<file path="config.mk">
export PLATFORM = sky130hd
export DESIGN_NAME = clk_div_ctrl
export DESIGN_NICKNAME = d
export VERILOG_FILES = /design/src/rtl/clk_div_pkg.sv /design/src/rtl/clk_div_core.sv /design/src/rtl/clk_div_ctrl.sv
export SDC_FILE = /design/constraint.sdc
export NUM_CORES = 1
export LEC_CHECK = 0
export BUFFER_PORTS_ARGS = -buffer_cell sky130_fd_sc_hd__buf_2
export CORE_ASPECT_RATIO = 0.9
export CORE_MARGIN = 2
export CORE_UTILIZATION = 35
export DETAILED_ROUTE_END_ITERATION = 8
export PLACE_DENSITY = 0.5
export SLEW_MARGIN = 20
export SYNTH_ARGS = -nofsm -noshare
export SYNTH_HDL_FRONTEND = slang
export SYNTH_SLANG_ARGS = --single-unit
</file>
<file path="constraint.sdc">
create_clock -name clk -period 5.65 [get_ports clk]
set_clock_uncertainty 0.05 [all_clocks]
set_input_delay 0.2825 -clock clk [delete_from_list [all_inputs] [get_ports clk]]
set_output_delay 0.2825 -clock clk [all_outputs]
set_load 0.02 [all_outputs]
</file>
<file path="src/rtl/clk_div_pkg.sv">
// Shared definitions for the run-time clock divider controller.
//   state_e    : controller state encoding (IDLE / RUN / PEND)
//   DIV_W      : default width of the divide ratio and period counter
//   half_ceil  : ceil(n/2), computed one bit wider than n so that
//                n = 2^W-1 cannot overflow (valid for widths up to 32)
package clk_div_pkg;

  localparam int DIV_W = 8;

  typedef enum logic [1:0] {
    IDLE = 2'd0,
    RUN  = 2'd1,
    PEND = 2'd2
  } state_e;

  function automatic logic [32:0] half_ceil(input logic [31:0] n);
    return ({1'b0, n} + 33'd1) >> 1;
  endfunction

endpackage

</file>
<file path="src/rtl/clk_div_core.sv">
// Period counter plus tick / divided-waveform generation.
//   clk, reset : system clock, synchronous active-high reset
//   run_i      : running in the coming cycle (0 forces counter and outputs idle)
//   load_i     : restart the period at 0 in the coming cycle (ratio commit)
//   div_i      : ratio in effect for the coming cycle
//   tick_o     : registered, high in the last cycle of each period
//   div_out_o  : registered, high while cnt < ceil(div/2)
// Both outputs are computed from the counter's next value, so in any cycle
// they describe the cnt value held in that same cycle.
module clk_div_core
  import clk_div_pkg::*;
#(
  parameter int WIDTH = DIV_W
) (
  input  logic             clk,
  input  logic             reset,
  input  logic             run_i,
  input  logic             load_i,
  input  logic [WIDTH-1:0] div_i,
  output logic             tick_o,
  output logic             div_out_o
);

  logic [WIDTH-1:0] cnt_q, cnt_d;
  logic             run_q;
  logic             tick_q, tick_d;
  logic             dout_q, dout_d;
  logic             wrap;
  logic [32:0]      half;

  // div_i only changes together with load_i or while idle, so comparing the
  // current count against it is the same as comparing against the old ratio.
  assign wrap = (cnt_q == div_i - WIDTH'(1));
  assign half = half_ceil(32'(div_i));

  always_comb begin
    cnt_d = '0;
    // First running cycle after idle starts at 0, as does a committed reload.
    if (run_i && run_q && !load_i && !wrap) begin
      cnt_d = cnt_q + WIDTH'(1);
    end
    tick_d = run_i && (cnt_d == div_i - WIDTH'(1));
    dout_d = run_i && (33'(cnt_d) < half);
  end

  always_ff @(posedge clk) begin
    if (reset) begin
      cnt_q  <= '0;
      run_q  <= 1'b0;
      tick_q <= 1'b0;
      dout_q <= 1'b0;
    end else begin
      cnt_q  <= cnt_d;
      run_q  <= run_i;
      tick_q <= tick_d;
      dout_q <= dout_d;
    end
  end

  assign tick_o    = tick_q;
  assign div_out_o = dout_q;

endmodule

</file>
<file path="src/rtl/clk_div_ctrl.sv">
// Run-time clock divider controller: holds the active divide ratio, accepts
// new ratios over valid/ready and applies them only at period boundaries.
//   clk, reset  : system clock, synchronous active-high reset
//   en          : run enable
//   cfg_valid   : new ratio offered;  cfg_div : requested ratio
//   cfg_ready   : ratio can be accepted (low while a change is pending)
//   cfg_err     : one-cycle pulse after a ratio of 0 was accepted and dropped
//   cur_div     : ratio currently in effect
//   tick        : one-cycle pulse in the last cycle of each period
//   div_out     : divided waveform, high for ceil(N/2) cycles of each period
//   busy        : a ratio change is pending
//
// state | meaning
// ------+----------------------------------------------------------
// IDLE  | en low; counter held at 0, tick/div_out low
// RUN   | counting with cur_div, nothing pending
// PEND  | counting, new ratio latched, waiting for the period boundary
module clk_div_ctrl
  import clk_div_pkg::*;
#(
  parameter int WIDTH       = DIV_W,
  parameter int DEFAULT_DIV = 2
) (
  input  logic             clk,
  input  logic             reset,
  input  logic             en,
  input  logic             cfg_valid,
  input  logic [WIDTH-1:0] cfg_div,
  output logic             cfg_ready,
  output logic             cfg_err,
  output logic [WIDTH-1:0] cur_div,
  output logic             tick,
  output logic             div_out,
  output logic             busy
);

  state_e           state_q, state_d;
  logic [WIDTH-1:0] cur_div_q, cur_div_d;
  logic [WIDTH-1:0] pend_q, pend_d;
  logic             err_q, err_d;
  logic             commit_now;
  logic             xfer, legal;
  logic             core_run, core_load;
  logic             tick_w, div_out_w;

  assign xfer  = cfg_valid && cfg_ready;
  assign legal = xfer && (cfg_div != '0);

  // State register
  always_ff @(posedge clk) begin
    if (reset) begin
      state_q   <= IDLE;
      cur_div_q <= WIDTH'(DEFAULT_DIV);
      pend_q    <= '0;
      err_q     <= 1'b0;
    end else begin
      state_q   <= state_d;
      cur_div_q <= cur_div_d;
      pend_q    <= pend_d;
      err_q     <= err_d;
    end
  end

  // Next-state logic
  always_comb begin
    state_d    = state_q;
    cur_div_d  = cur_div_q;
    pend_d     = pend_q;
    err_d      = xfer && (cfg_div == '0);
    commit_now = 1'b0;
    case (state_q)
      IDLE: begin
        if (legal) cur_div_d = cfg_div;
        if (en) state_d = RUN;
      end
      RUN: begin
        if (!en) begin
          state_d = IDLE;
          if (legal) cur_div_d = cfg_div;
        end else if (legal) begin
          if (tick_w) begin
            // Offered on the boundary itself: take it straight away.
            cur_div_d  = cfg_div;
            commit_now = 1'b1;
          end else begin
            pend_d  = cfg_div;
            state_d = PEND;
          end
        end
      end
      PEND: begin
        if (!en) begin
          state_d   = IDLE;
          cur_div_d = pend_q;
        end else if (tick_w) begin
          state_d    = RUN;
          cur_div_d  = pend_q;
          commit_now = 1'b1;
        end
      end
      default: state_d = IDLE;
    endcase
  end

  // Outputs
  always_comb begin
    busy      = (state_q == PEND);
    cfg_ready = !busy;
    core_run  = (state_d != IDLE);
    core_load = commit_now;
  end

  clk_div_core #(.WIDTH(WIDTH)) u_core (
    .clk       (clk),
    .reset     (reset),
    .run_i     (core_run),
    .load_i    (core_load),
    .div_i     (cur_div_d),
    .tick_o    (tick_w),
    .div_out_o (div_out_w)
  );

  assign tick    = tick_w;
  assign div_out = div_out_w;
  assign cur_div = cur_div_q;
  assign cfg_err = err_q;

endmodule

</file>
==> impl_results.md, run 1 <==
- Vias per cell: between 5 and 6
- Initial antenna violation count: 0
- Fmax: 0.198 GHz
- Netlist cell types: between 60 and 70
- Total inserted antenna cells: 0
- Largest net degree at the start of global routing: 23
- RSZ-0062 raised after global routing: false
- Yosys reg bits: 30
- Slowest cell on crit path: a221oi_2
- Syn Area/Cell: approximately 8.5 µm²
- Post-CTS setup buffer count: 0
- Most frequent cells in the layout: nor2_1, dfxtp_1, buf_2
- DIE HEIGHT: 82.8 µm
- Critical path data arrival time: approximately 5200 ps
- Row cnt: 28
- Max H-tree Level: 2
- Area delta synth->final: 13.5%
- Via Count: ~2100
- Final Hold Vio Count: 0
- Final worst-path cycle share: approximately 90%
- Worst R2R Setup Slack: around 590 ps
- Critical path launch point type: flop
- TritonCTS Sinks: 30
- Nets: 333
- Status: finished clean
- Pwr Density: around 240 nW/µm²
- Layout cells sized above 1: a little over a fifth
- Number of global-route vias before repair: 1999
- Worst Path Required: 5810 ps
- Number of synthesized flops with an enable pin: 0
- Max-slew violations: 0
- Min-delay worst type: in -> reg
- Storage element area: 601 µm²
- Most common cell on crit path: ha_1
- Antenna Violating Nets Remaining: 0
- CP startpoint: state_q[0]
- Die extent in x: ~90 µm
- Placeable Area: around 6600 µm²
- Post-synthesis sequential area ratio: 24.8%
- Post-DR wirelength/cell: between 15 and 20 µm
- Hold_ws: between 200 and 250 ps
- Cell Area, Synth: 2420 µm²
- Share of flip-flops with an asynchronous set or reset: 0%
- Multi-input gate area: between 1500 and 2000 µm²
- I/O pin count: 25
- Worst-path clk slew: 70 ps
- Bufs on Longest Clock Path: 2
- Total Routing Usage GR: approximately 17%
- Post-synth net total: a little over 300
- Slew HR: between 50% and 60%
- Fin util: around 41%
- Global-route wire length before repair: a little over 10 mm
- Clock Latency Late Sink: around 280 ps
- Starting density of the core: 36.5%
- CTS Buf Count: 5
- FILL cells: 678
- Final Critical Period: slightly above 5000 ps
- PortBufs: 24
- Commonest non-fill, non-tap cell in the layout: nor2_1
- Setup TNS: 0 ps
- Worst Tran Pin Value: ~740 ps
- Kind of critical path: reg -> reg
- Post-CTS sizing: 0
- # setup viols final: 0
- Dpl hpwl: ~4.8 mm
- Crit path largest cell delay: ~560 ps
- Most used DFF post-synth: dfxtp_1
- Routed WL: ~6.3 mm
- Root buffer cell: clkbuf_8
- FF-to-FF Start: state_q[0]
- DR iter-0 viols: around 120
- DRC viols: 0
- Hold wc startpoint: cfg_div[4]
- Crit path max fanout: 11
- CTS tree: built
- Hold_buf cts: 0
- DRT Pass-1 Iters: 4
- Leakage: approximately 1.1 nW
- Max VDD drop: about 110 µV
- RePlAce Congestion: a little under 0.9
- Die area: approximately 7600 µm²
- Yosys warnings: 0
- Worst-path cell chain: inv_1 -> ha_1 -> nand2b_1 -> a21oi_1 -> o221ai_2 -> a221oi_2 -> ha_1 -> inv_1 -> a211oi_2 -> xor3_1 -> nand4b_1 -> o41ai_2 -> buf_4 -> nor2_2 -> ha_1 -> nand2b_1 -> nor3_1 -> a21oi_1 -> maj3_2 -> a31oi_1
- Element type at the critical path end: flop
- Total gr overflow: 0
- Max cap viols: 0
- Post-Synthesis Cells: about 280
[state kept, by name, summed over array words and instances (netlist names)]
name / flops
cfg_err: 1
cur_div: 8
pend_q: 8
state_q: 2
u_core.cnt_q: 8
u_core.div_out_o: 1
u_core.run_q: 1
u_core.tick_o: 1
[final timing paths]
path                      endpoint  depth (start not counted)
setup / recovery  u_core.div_out_o                         20
hold / removal           pend_q[4]                          3
setup reg to reg  u_core.div_out_o                         20
hold reg to reg          pend_q[7]                          2
[through the flow]
stage	power, mW	setup slack, ps	cell area (µm²)	instances
2_1_floorplan	0.397	937	2420	284
3_3_place_gp	0.449	753	2640	391
3_5_place_dp	0.447	620	2640	391
4_1_cts	0.662	605	2740	399
5_1_grt	0.694	55.1	2740	399
6_report	0.657	588	2740	399
[area by class of cell]
type	instances	area share (%)
multi-input cells	229	62.4
flip-flops and latches	30	21.9
repair buffers	30	6.02
well taps	90	4.10
clock buffers	5	2.51
inverters	12	1.64
clock inverters	3	1.46
[critical path, delay by kind of cell (launching register included)]
family / cells / cell delay [ps]
adder cells (fa/ha/maj): 4 / 1110
AO/OA/AOI/OAI: 7 / 1990
flip-flops: 1 / 400
buffers and inverters: 3 / 430
XOR/XNOR: 1 / 260
AND/OR/NAND/NOR: 5 / 740
[synth_stat cells, types with 2 or more instances]
master	instances	share of area, %
nor2_1	37	5.7
dfxtp_1	30	25
a21oi_1	18	3.7
xnor2_1	17	6.2
xor2_1	14	5.1
ha_1	13	6.7
inv_1	12	1.9
nand3_1	10	2.1
nor2b_1	10	2.6
mux2i_1	8	3.3
nand2_1	8	1.2
clkbuf_1	7	1.1
nor3_1	7	1.4
o21ai_0	7	1.4
nand2b_1	5	1.3
and3_1	4	1.0
nor4_1	4	1.0
or2_2	4	1.0
a31oi_1	3	0.78
and2_1	3	0.78
buf_2	3	0.62
nor2_2	3	0.78
o21a_1	3	0.93
a211oi_1	2	0.62
a21o_1	2	0.62
a21oi_2	2	0.72
a221oi_2	2	1.2
a22oi_1	2	0.62
a32o_1	2	0.83
buf_4	2	0.62
nand4_1	2	0.52
o221ai_1	2	0.72
o22ai_1	2	0.52
or4_4	2	0.93
[metal layers]
metal | part of all wire, % | GRT usage, %
met1 | 52 | 24.2
met2 | 44 | 26.0
met3 | 3.9 | 3.72
met4 | 0.57 | 3.72
met5 | 0 | 0
[where the power goes]
part / switching [mW] / leakage (nW) / internal (mW)
clock: 0.0828 / 0.0579 / 0.130
sequential: 0.00747 / 0.244 / 0.220
combinational: 0.129 / 0.768 / 0.0877
total: 0.220 / 1.07 / 0.438
[cell families after synthesis]
group	Yosys count	share of synthesized area [%]
multiplexers	8	3.31
adder cells (fa/ha/maj)	14	7.19
AO/OA/AOI/OAI	65	21.8
flip-flops	30	24.8
XOR/XNOR	34	13.8
buffers and inverters	25	4.35
AND/OR/NAND/NOR	108	24.6
Power figures use the tool's default switching activity.
==> run 2, diff against run 1 <==
- REMOVE_ABC_BUFFERS: default -> 1
==> run 2 against run 1 <==
Compared with the run above: clock power about the same; sequential cell count unchanged; via count down 0.38%; critical path depth unchanged; combinational power about the same; register-to-register slack about the same; global-route usage up 0.55 points; hold slack better by 6.3 ps; sequential share of layout area about the same; fmax down 0.28%; power down 0.33%; clock-buffer cell count up 2; largest power group unchanged; highest routed layer unchanged.
==> impl_results.md, run 2 (synthesized netlist as in run 1, its figures left out) <==
- Status: finished clean
- Die area: 7590 µm² (unchanged)
- Die extent in x: 91.6 µm (unchanged)
- DRC viols: 0 (unchanged)
- Post-CTS sizing: 0 (unchanged)
- Critical path launch point type: flop
- Total Routing Usage GR: 17.5% (+0.55 points)
- Most frequent cells in the layout: nor2_1, dfxtp_1, buf_2
- Total inserted antenna cells: 0 (unchanged)
- Fmax: 0.197 GHz (-0.28%)
- TritonCTS Sinks: 30 (unchanged)
- Antenna Violating Nets Remaining: 0 (unchanged)
- Commonest non-fill, non-tap cell in the layout: nor2_1
- Number of global-route vias before repair: 2038 (+2.0%)
- Starting density of the core: 36.5% (unchanged)
- Area delta synth->final: 13.4% (about the same)
- Slew HR: 44.7% (-5.9 points)
- Final Critical Period: 5080 ps (+14.1 ps)
- Switching Share: 32.9% (-0.52 points)
- RSZ-0062 raised after global routing: false
- Post-DR wirelength/cell: 16.0 µm (+1.3%)
- Max VDD drop: 107 µV (-2.5%)
- Pwr Density: 239 nW/µm² (-0.24%)
- PortBufs: 24 (unchanged)
- Leakage: 1.06 nW (-0.51%)
- Total gr overflow: 0 (unchanged)
- Final Hold Vio Count: 0 (unchanged)
- Hold_buf cts: 0 (unchanged)
- Crit path max fanout: 11 (unchanged)
- Reg power frac: 34.7% (about the same)
- RePlAce Congestion: 0.831 (-5.6%)
- Setup TNS: 0 ps (unchanged)
- Kind of critical path: reg -> reg
- Via Count: 2084 (-0.38%)
- Min-delay worst type: in -> reg
- Tot Pwr: 0.655 mW (-0.33%)
- Element type at the critical path end: flop
- Worst Tran Pin Value: 823 ps (+84.3 ps)
- FILL cells: 702 (+3.5%)
- Final worst-path cycle share: 89.8% (+0.25 points)
- Worst Path Required: 5800 ps (about the same)
- Post-CTS setup buffer count: 0 (unchanged)
- Routed WL: 6.38 mm (+1.3%)
- Root buffer cell: clkbuf_8
- Finished Layout Cells: 399 (unchanged)
- Max-slew violations: 0 (unchanged)
- Max H-tree Level: 2 (unchanged)
- Row cnt: 28 (unchanged)
- DIE HEIGHT: 82.8 µm (unchanged)
- Bufs on Longest Clock Path: 2 (unchanged)
- Critical path data arrival time: 5230 ps (about the same)
- Int Pwr: 0.439 mW (+0.44%)
- Clk pwr share: 32.2% (about the same)
- Placeable Area: 6620 µm² (unchanged)
- Placed cell count: 391 (unchanged)
- Comb pwr share: 33.1% (about the same)
- I/O pin count: 25 (unchanged)
- Dpl hpwl: 5.04 mm (+4.2%)
- # setup viols final: 0 (unchanged)
- CTS Buf Count: 5 (unchanged)
- DR iter-0 viols: 127 (+3.3%)
- DRT Pass-1 Iters: 4 (unchanged)
- Worst-path clk slew: 70 ps (about the same)
- Vias per cell: 5.22 (-0.38%)
- CTS tree: built
- Setup WS pre-CTS: 656 ps (+36.4 ps)
- Final setup margin: 574 ps (-14.1 ps)
- Nets: 333 (unchanged)
- Clock Latency Late Sink: 280 ps (about the same)
- Global-route wire length before repair: 10.5 mm (+0.80%)
- Initial antenna violation count: 0 (unchanged)
- Layout cells sized above 1: 20.4% (-0.65 points)
- Switch Pwr: 0.215 mW (-1.9%)
- Max cap viols: 0 (unchanged)
- Largest net degree at the start of global routing: 23 (unchanged)
==> run 2: cell count changes in the layout (fill, tap and decap cells not counted) <==
cell and change:
clkbuf_1 +2, clkinv_2 -2
==> run 2: final timing paths <==
kind / start / to / slack (ps) / cells after the start
worst max register to register: state_q[0] / u_core.div_out_o / 570 / 20
worst min-delay path: cfg_div[4] / pend_q[4] / 240 / 3
worst max-delay path: state_q[0] / u_core.div_out_o / 570 / 20
worst min register to register: pend_q[7] / pend_q[7] / 450 / 2
==> run 2: cell type report <==
| type | instances | area (µm²) | area share (%) |
|---|---|---|---|
| Tap cell | 90 | 113 | 4.11 |
| Clock buffer | 7 | 76.3 | 2.78 |
| Multi-Input combinational cell | 229 | 1710 | 62.4 |
| Clock inverter | 1 | 30.0 | 1.10 |
| Inverter | 12 | 45.0 | 1.64 |
| Sequential cell | 30 | 601 | 21.9 |
| Timing Repair Buffer | 30 | 165 | 6.02 |
==> run 2: worst max-delay path, cell delays in order, from the launching register on <==
cell and delay (ps):
dfxtp_1 390, inv_1 80, ha_1 300, nand2b_1 220, a21oi_1 310, o221ai_2 200, a221oi_2 520, ha_1 320
inv_1 120, a211oi_2 270, xor3_1 270, nand4b_1 170, o41ai_2 380, buf_4 240, nor2_2 70, ha_1 200
nand2b_1 160, nor3_1 170, a21oi_1 100, maj3_2 290, a31oi_1 160
==> run 2: power by group through the flow <==
stage / Clock, mW / Combinational (mW) / Sequential, mW
CTS: 0.220 / 0.216 / 0.227
global placement: 0 / 0.215 / 0.232
global route: 0.231 / 0.236 / 0.228
detailed placement: 0 / 0.215 / 0.232
finish: 0.211 / 0.217 / 0.227
floorplan: 0 / 0.154 / 0.237
==> run 2: metrics by stage <==
step | util [%] | area, µm² | hold slack [ps]
after global placement | 39.8 | 2640 | 427
after global routing | 41.4 | 2740 | 275
after detailed placement | 39.8 | 2640 | 439
after floorplan | - | 2360 | 304
final | 41.4 | 2740 | 244
after CTS | 41.4 | 2740 | 236
==> run 2: routing by layer <==
| layer | vias up | GRT usage, % | routed length, µm |
|---|---|---|---|
| met5 | - | 0 | 0 |
| met4 | 0 | 4.27 | 38 |
| met3 | 2 | 3.09 | 288 |
| met2 | 41 | 25.3 | 2640 |
| met1 | 972 | 26.7 | 3420 |
| li1 | 1069 | - | - |
==> run 3, diff against run 2 <==
- PLACE_DENSITY: 0.5 -> 0.52
- clock period: 5.65 -> 4.1 ns (I/O delays scaled with it)
==> run 3 against run 2 <==
Compared with the run above: wire length increased by 16%; critical path depth unchanged; sequential share of layout area decreased by 4.6 points; design area increased by 27%; first-iteration DRC count decreased by 33%; register-to-register slack got worse by 490 ps; cell count grew 16%; sequential cell count unchanged; fmax up 26%; clock power is 24% higher; highest routed layer unchanged.
==> impl_results.md, run 3 (synthesized netlist as in run 1, its figures left out) <==
- Worst Tran Pin Value: 619 ps (-205 ps)
- # setup viols final: 0 (unchanged)
- Slew HR: 58.8% (+14 points)
- Antenna Violating Nets Remaining: 0 (unchanged)
- Storage element area: 603 µm² (+0.42%)
- TritonCTS Sinks: 30 (unchanged)
- Largest net degree at the start of global routing: 23 (unchanged)
- Worst-path clk slew: 80 ps (about the same)
- Leakage: 1.43 nW (+34%)
- Max-slew violations: 0 (unchanged)
- Row cnt: 28 (unchanged)
- DRC viols: 0 (unchanged)
- Commonest non-fill, non-tap cell in the layout: buf_4
- Post-DR wirelength/cell: 16.0 µm (+0.28%)
- Status: finished clean
- FILL cells: 622 (-11%)
- Nets: 397 (+19%)
- Total inserted antenna cells: 0 (unchanged)
- Most frequent cells in the layout: buf_4, nor2_1, dfxtp_1
- DIE HEIGHT: 82.8 µm (unchanged)
- Placed cell count: 441 (+13%)
- Die area: 7590 µm² (unchanged)
- Max VDD drop: 173 µV (+62%)
- Worst Path Required: 4270 ps (-1530 ps)
- Starting density of the core: 36.5% (unchanged)
- Element type at the critical path end: flop
- Placed Area: 3010 µm² (+14%)
- CTS Buf Count: 5 (unchanged)
- PortBufs: 24 (unchanged)
- Max cap viols: 0 (unchanged)
- Die extent in x: 91.6 µm (unchanged)
- Dpl hpwl: 5.63 mm (+12%)
- Fmax: 0.249 GHz (+26%)
- Fin util: 52.6% (+11 points)
- Worst R2R Setup Slack: 80 ps (-490 ps)
- Via Count: 2399 (+15%)
- Final worst-path cycle share: 98.0% (+8.2 points)
- Min-delay worst type: in -> reg
- Pwr Density: 293 nW/µm² (+22%)
- Area delta synth->final: 44.0%
- Max H-tree Level: 2 (unchanged)
- Vias per cell: 5.18 (-0.80%)
- Final Critical Period: 4020 ps (-1060 ps)
- Layout cells sized above 1: 42.4% (+22 points)
- RePlAce Congestion: 0.939 (+13%)
- Total gr overflow: 0 (unchanged)
- Critical path data arrival time: 4190 ps (-1040 ps)
- Finished Layout Cells: 463 (+16%)
- Initial antenna violation count: 0 (unchanged)
- Crit path max fanout: 7 (-4)
- Number of global-route vias before repair: 2338 (+15%)
- DRT Pass-1 Iters: 4 (unchanged)
- DR iter-0 viols: 85 (-33%)
- Global-route wire length before repair: 11.7 mm (+12%)
- RSZ-0062 raised after global routing: true
- Hold_ws: 155 ps (-89.3 ps)
- Final Hold Vio Count: 0 (unchanged)
- Root buffer cell: clkbuf_8
- Placeable Area: 6620 µm² (unchanged)
- Tot Pwr: 1.02 mW (+56%)
- Bufs on Longest Clock Path: 2 (unchanged)
- Routed WL: 7.43 mm (+16%)
- I/O pin count: 25 (unchanged)
- Clock Latency Late Sink: 300 ps (+20 ps)
- Total Routing Usage GR: 19.4% (+1.9 points)
- Multi-input gate area: 1970 µm² (+15%)
- Critical path launch point type: flop
- Kind of critical path: reg -> reg
- Final non-filler cell area: 3480 µm² (+27%)
- CTS tree: built
-- run 3: cell types whose count changed in the layout (fill, tap and decap cells not counted), sizes merged --
cell,before,now
buf,30,94
bufinv,1,0
clkbuf,7,6
clkinv,0,1
clkinvlp,0,1
-- run 3: worst paths after layout --
check / depth (start not counted) / startpoint / to
max: 20 / state_q[0] / u_core.div_out_o
min reg2reg: 2 / pend_q[7] / pend_q[7]
min: 3 / cfg_div[3] / pend_q[3]
max reg2reg: 20 / state_q[0] / u_core.div_out_o
-- run 3: report_power, final --
part | switching [mW] | internal (mW)
clock | 0.127 | 0.135
sequential | 0.0105 | 0.303
combinational | 0.228 | 0.215
-- run 3: layout make-up --
| cell class | instances | area share, % |
|---|---|---|
| Multi-Input combinational cell | 229 | 56.7 |
| Clock buffer | 6 | 2.37 |
| Tap cell | 90 | 3.23 |
| Timing Repair Buffer | 94 | 18.8 |
| Sequential cell | 30 | 17.3 |
| Clock inverter | 2 | 0.359 |
| Inverter | 12 | 1.29 |
-- run 3: metal layers --
metal	vias up	routed length (µm)	global-route usage (%)
met4	0	53	4.27
met1	1153	3630	27.3
met3	6	248	2.99
met2	47	3500	31.4
li1	1193	-	-
met5	-	0	0
-- run 3: worst max-delay path, cell delays in order (launching register included) --
cell and delay [ps]:
dfxtp_2 330, inv_2 70, ha_4 140, buf_4 110
nor2b_1 40, buf_4 160, buf_4 150, a32oi_1 210
a2bb2oi_1 110, a21o_1 240, buf_4 210, nor3b_4 240
xnor3_2 330, o41ai_4 420, nor2_2 110, ha_2 200
nand2b_4 150, nor3_2 140, a21oi_1 90, maj3_2 300
a31oi_1 130
-- run 3: what timing repair did --
action / in CTS / in global routing
resized for setup: 17 / 36
pin swaps: 15 / 23
endpoints found under the setup margin: 1 / 1
hold buffers: 0 / 0
setup buffers: 9 / 5
-- run 3: through the flow --
step | TNS, ps | setup WS (ps)
2_1_floorplan | -2360 | -874
3_3_place_gp | -48.2 | -48.2
3_5_place_dp | -229 | -229
4_1_cts | 0 | 11.9
5_1_grt | -114 | -114
6_report | 0 | 80.5
